`src/rtl/mult_unit.sv`:
```
`timescale 1ns/1ps
// Iterative signed WIDTHxWIDTH shift-add multiplier owning the HI/LO pair.
// A product takes WIDTH+1 edges; mfhi/mflo reads stall while it is in flight.
module mult_unit #(
    parameter int WIDTH = 32
) (
    input  logic             clk,
    input  logic             rst,
    input  logic             multLoad,
    input  logic             hiloRead,
    input  logic [WIDTH-1:0] opA,
    input  logic [WIDTH-1:0] opB,
    output logic [WIDTH-1:0] hi,
    output logic [WIDTH-1:0] lo,
    output logic             busy,
    output logic             done,
    output logic             stall
);

    localparam int CW = $clog2(WIDTH) + 1;

    typedef enum logic [1:0] {
        IDLE,
        RUN,
        FIX
    } state_t;

    state_t             state;
    state_t             state_next;
    logic [WIDTH-1:0]   mag_a;
    logic [WIDTH-1:0]   mag_b;
    logic               neg;
    logic [2*WIDTH-1:0] acc;
    logic [CW-1:0]      count;

    logic [WIDTH-1:0]   abs_a;
    logic [WIDTH-1:0]   abs_b;
    logic [2*WIDTH-1:0] addend;
    logic [2*WIDTH-1:0] product;
    logic               last_step;

    // Magnitudes are unsigned, so |-2^(WIDTH-1)| = 2^(WIDTH-1) is representable.
    always_comb begin
        abs_a     = opA[WIDTH-1] ? (~opA + WIDTH'(1)) : opA;
        abs_b     = opB[WIDTH-1] ? (~opB + WIDTH'(1)) : opB;
        addend    = {{WIDTH{1'b0}}, mag_a} << count;
        product   = neg ? (~acc + (2*WIDTH)'(1)) : acc;
        last_step = (count == CW'(WIDTH - 1));
    end

    assign stall = busy & hiloRead;

    // NOTE: sequential state uses non-blocking assignments so every register
    // samples pre-edge values, independent of statement order.
    always_ff @(posedge clk or posedge rst) begin
        if (rst) state <= IDLE;
        else     state <= state_next;
    end

    // NOTE: state_next is defaulted before the case so no path leaves it
    // unassigned, which would otherwise infer a latch.
    always_comb begin
        state_next = state;
        case (state)
            IDLE:    if (multLoad)  state_next = RUN;
            RUN:     if (last_step) state_next = FIX;
            FIX:                    state_next = IDLE;
            default:                state_next = IDLE;
        endcase
    end

    always_ff @(posedge clk or posedge rst) begin
        if (rst) begin
            mag_a <= '0;
            mag_b <= '0;
            neg   <= 1'b0;
            acc   <= '0;
            count <= '0;
            hi    <= '0;
            lo    <= '0;
            busy  <= 1'b0;
            done  <= 1'b0;
        end else begin
            done <= 1'b0;
            case (state)
                IDLE: begin
                    if (multLoad) begin
                        mag_a <= abs_a;
                        mag_b <= abs_b;
                        neg   <= opA[WIDTH-1] ^ opB[WIDTH-1];
                        acc   <= '0;
                        count <= '0;
                        busy  <= 1'b1;
                    end
                end
                RUN: begin
                    if (mag_b[0]) acc <= acc + addend;
                    mag_b <= mag_b >> 1;
                    count <= count + CW'(1);
                end
                FIX: begin
                    hi   <= product[2*WIDTH-1:WIDTH];
                    lo   <= product[WIDTH-1:0];
                    busy <= 1'b0;
                    done <= 1'b1;
                end
                default: ;
            endcase
        end
    end

endmodule
```
`config.mk`:
```
export PLATFORM = sky130hd
export DESIGN_NAME = mult_unit
export DESIGN_NICKNAME = d
export VERILOG_FILES = /design/src/rtl/mult_unit.sv
export SDC_FILE = /design/constraint.sdc
export NUM_CORES = 1
export LEC_CHECK = 0
export CORE_MARGIN = 8
export CORE_UTILIZATION = 35
export CTS_BUF_LIST = sky130_fd_sc_hd__clkbuf_4
export CTS_CLUSTER_SIZE = 14
export DETAILED_ROUTE_END_ITERATION = 6
export HOLD_SLACK_MARGIN = 0.1
export PLACE_DENSITY = 0.64
export SLEW_MARGIN = 40
export SYNTH_ARGS = -nofsm -noshare
export SYNTH_HDL_FRONTEND = slang
export SYNTH_SLANG_ARGS = --single-unit
```
`constraint.sdc`:
```
create_clock -name clk -period 15.5 [get_ports clk]
set_input_delay 3.875 -clock clk [delete_from_list [all_inputs] [get_ports clk]]
set_output_delay 3.875 -clock clk [all_outputs]
set_load 0.02 [all_outputs]
```
# Yosys cells after proc, flatten, opt, wreduce, memory -nomap -nowiden
# Index checks and enable logic that the tools add are counted.
# word_totals
register_bits	203
wordCells	51
# classes
n_eq_ne	6
shifts	1
bitwise_logic	5
muxes	16
reduce_logical	8
n_addsub	5
# ops
cell	count
$mux W64	3
$pmux W64 S2	1
$mux W32	3
$add A32 B1 Y32 const B	2
$add A64 B1 Y64 const B	1
$add A64 B64 Y64	1
$not A32 Y32	2
$not A64 Y64	1
$pmux W32 S2	1
$shl A32 B6 Y64	1
$pmux W6 S2	1
$reduce_and A2 Y1	4
$add A6 B1 Y6 const B	1
$eq A6 B5 Y1 const B	1
$mux W6	1
$ne A2 B2 Y1 const B	3
$mux W2	2
$pmux W2 S2	1
$reduce_bool A2 Y1	2
$reduce_and A3 Y1	1
$eq A2 B1 Y1 const B	1
$eq A2 B2 Y1 const B	1
$logic_not A2 Y1	1
$mux W1	2
3 further kinds	3

# Longest topological paths before layout
# depth
word_depth	5
ltp_mapped	25
ltp_nobuf	21

# Worst setup path after synthesis
# OpenSTA, ideal clock, no wires.
# synth_timing
path_type	input port to output port
startpoint	input hiloRead
endpoint	output stall
path_buffers	0
arrival_ps	4085
required_time_ps	11625
stages	1
path_slack_ps	7540
cell_sequence	and2_1
# synth_via
elab_chain_len	1
# synth_lines
element	line	source
from (decl)	10	input logic hiloRead,
$and A1 B1 Y1	51	assign stall = busy & hiloRead;
to (decl)	17	output logic stall
# No other way between the ends.

# Final worst setup path
# Ends and elaborated chain as after synthesis.

==> qor.csv <==
stage;metric;value;unit
final_layout;area_growth;16.5;%
global_route;track_usage;17.1;%
setup_path;end_kind;primary output;
setup_path;cpMostUsedCell;clkdlybuf4s50_1;
timing;setup_violations;0;
clock_tree;postCtsSetupRepairBufs;0;
floorplan;die_area;51300;um^2
placed_design;port-buffer-count;134;
logic_synthesis;async_flop_share;100;%
global_route;antenna_found_initial;2;
logic_synthesis;ys_ff_latch;203;
detailed_routing;drc;0;
floorplan;die_h;227;um
timing;max_slew_margin;48.3;%
placed_design;place_ws;6580;ps
logic_synthesis;synth_cell_types;66;
timing;fin_skew;41.0;ps
logic_synthesis;postSynthCellCount;1895;
power_and_ir_drop;p_leak;7.72;nW
worst_hold_path;hold_path_depth;2;
job;drv_cap;0;
final_layout;final_common_cell;nand2_1;
floorplan;start_util;35.2;%
clock_tree;clk_pin_slew;60;ps
timing;report.final.slew_viol_count;0;
clock_tree;postCtsHoldBufs;0;
logic_synthesis;synth_edf_count;0;
setup_path;crit_required;11620;ps
detailed_routing;ant_nets;0;
clock_tree;cts_sinks;203;
setup_path;path_max_fanout;1;
clock_tree;cts_resized;0;
timing;hold_viol;0;
detailed_routing;vias_per_cell;5.44;
floorplan;core_area;44000;um^2
setup_path;cpPeakStageDelay;600;ps
floorplan;fp-row-count;77;
setup_path;cp_slowest_cell;clkdlybuf4s50_1;
power_and_ir_drop;vdd_ir_drop_max;0.0818;mV
worst_hold_path;min_path_type;reg -> reg;
clock_tree;cts_buffers;56;
timing;rsz0062_at_grt;no;
floorplan;ios;135;
final_layout;drive_gt1_share;8.03;%
detailed_routing;num_vias;14300;
global_route;grt_pass1_wl;72300;um
worst_hold_path;min_to;hi[15];
timing;max_freq;112;MHz
clock_tree;htreeDepth;2;
run_status;status;finished, final reports clean;
timing;fin_tns_setup;0;ps
setup_path;crit_chain;clkdlybuf4s50_1, and2_1, clkdlybuf4s50_1;
logic_synthesis;ys.flop_type;dfrtp_1;
floorplan;die_w;227;um
setup_path;path_delay_family;buffers and inverters;
detailed_routing;wl_per_cell;17.0;um
detailed_routing;drt_iter0_drc;1002;
clock_tree;root_buffer;clkbuf_4;
clock_tree;worstSkewPairLatency;760;ps
logic_synthesis;syn_area;15500;um^2
power_and_ir_drop;p_per_area;204;nW/um^2
detailed_routing;wl;44500;um
setup_path;cp-start-kind;input pin;
placed_design;place_congestion;0.948;
global_route;grt_pass1_vias;13800;
logic_synthesis;yosysSeqAreaShare;32.7;%
logic_synthesis;syn_nets;2031;
setup_path;r2r-end;acc[62];
timing;fin_ws;6600;ps
final_layout;layout_common_cells;nand2_1 (335), o21ai_0 (300), dfrtp_1 (201);
clock_tree;clock_path_buffers;3;
timing;tightest_slew;772;ps
timing;fin_crit_sh;57.4;%
final_layout;nNetsFinal;2123;
detailed_routing;dr.pass1.iters;7;
logic_synthesis;ys_warn_count;0;
setup_path;criticalPathCategory;in -> out;
logic_synthesis;post_synth.cell_area_avg;8.19;um^2
global_route;grt_max_degree;134;
placed_design;hpwl;33800;um
setup_path;ff2ff_setup_slack;9620;ps
clock_tree;cts_tree;done;
setup_path;reg2reg_depth;15;
setup_path;reg2reg_from;count[0];
timing;fin_crit;8900;ps
setup_path;path_buf_inv;2;
setup_path;worstPathArrival;5030;ps
worst_hold_path;hp-start;hi[15];
global_route;gr-total-overflow;0;
-- layout make-up --
class                   count  area, um^2
well taps                 592         741
fillers                  4522       26000
flip-flops and latches    203        5080
diodes                      3        7.51
inverters                  31         129
repair buffers            146        1430
clock buffers              75         563
clock inverters            26         189
multi-input cells        1549        9930
-- power breakdown --
part / leakage [nW] / internal (mW) / switching [mW]
registers: 2.33 / 0.671 / 0.201
clock network: 0.440 / 0.277 / 0.239
logic: 4.95 / 0.898 / 1.40
total: 7.72 / 1.85 / 1.84
-- worst max path at each step --
stage	cells past startpoint	start	slack, ps	end
2_1_floorplan	1	rst	6090	acc[0]
3_3_place_gp	3	hiloRead	6570	stall
3_5_place_dp	3	hiloRead	6580	stall
4_1_cts	3	hiloRead	6580	stall
5_1_grt	3	hiloRead	6550	stall
6_report	3	hiloRead	6600	stall
-- synth_stat cells, types with 3 or more instances --
| master | number | area (um^2) |
|---|---|---|
| a22o_1 | 11 | 96.3 |
| a21o_1 | 20 | 150 |
| clkbuf_1 | 97 | 364 |
| nor2b_1 | 15 | 93.8 |
| mux2_2 | 8 | 90.1 |
| o41ai_1 | 18 | 158 |
| buf_1 | 15 | 56.3 |
| nand2b_1 | 10 | 62.6 |
| a22oi_1 | 25 | 188 |
| mux4_2 | 20 | 450 |
| ha_1 | 67 | 838 |
| dfrtp_1 | 203 | 5080 |
| nand3_1 | 22 | 110 |
| a211oi_1 | 8 | 60.1 |
| or3_1 | 14 | 87.6 |
| and3_1 | 6 | 37.5 |
| nor4_1 | 6 | 37.5 |
| xor2_1 | 138 | 1210 |
| a21boi_0 | 7 | 52.6 |
| o211ai_1 | 6 | 45.0 |
| or4_1 | 17 | 128 |
| o22ai_1 | 35 | 219 |
| o21bai_1 | 7 | 52.6 |
| mux2i_1 | 43 | 430 |
| nor3_1 | 19 | 95.1 |
| and2_1 | 24 | 150 |
| inv_1 | 30 | 113 |
| or2_2 | 16 | 100 |
| o31ai_1 | 42 | 315 |
| a31oi_1 | 9 | 56.3 |
| nand4_1 | 21 | 131 |
| o21ai_1 | 3 | 15.0 |
| a2111oi_0 | 3 | 26.3 |
| o21a_1 | 9 | 67.6 |
| nand2_1 | 336 | 1260 |
| xnor2_1 | 40 | 350 |
| nand3b_1 | 6 | 45.0 |
| nor2_1 | 82 | 308 |
| a21oi_1 | 100 | 500 |
| o21ai_0 | 301 | 1510 |
-- cells by family after synthesis --
group,count (synthesis),share of synthesized area [%]
AND/OR/NAND/NOR,607,18.0
flip-flops,203,32.7
AO/OA/AOI/OAI,625,24.0
XOR/XNOR,178,10.0
buffers and inverters,143,3.46
adder cells (fa/ha/maj),68,5.53
multiplexers,71,6.26
-- worst register-to-register path, stage by stage (launching register included) --
cell	delay (ps)
dfrtp_4	770
mux2i_1	250
nor4_1	550
nand2_1	270
fa_1	500
nor2b_1	170
o2111ai_1	220
a2111oi_0	620
o31a_1	380
nand4_1	210
a2111oi_0	660
o211ai_1	300
a2111o_1	460
a21boi_0	250
o21ai_0	100
o311ai_0	90
-- routing by layer --
layer | vias up | global-route usage, % | share of wire, %
li1 | 7075 | - | -
met5 | - | 0 | 0
met3 | 69 | 2.81 | 4.7
met1 | 6754 | 23.4 | 47
met2 | 370 | 27.2 | 46
met4 | 0 | 5.25 | 2.1
-- stage by stage --
stage	total power [mW]	area, um^2	instances	hold slack, ps	util [%]
6_report	3.68	18100	2625	478	41.0
5_1_grt	4.01	18100	2625	502	41.0
4_1_cts	3.68	18100	2622	484	41.0
3_3_place_gp	3.11	17300	2521	465	39.3
2_1_floorplan	2.55	15500	1895	449	-
3_5_place_dp	3.14	17300	2521	469	39.3
-- state kept, by name, indices dropped and copies added, names as in the netlist --
register / count
mag_a: 32
lo: 32
done: 1
neg: 1
count: 6
hi: 32
mag_b: 32
acc: 64
busy: 1
state: 2
No activity file was read; power rests on OpenSTA's default activity.
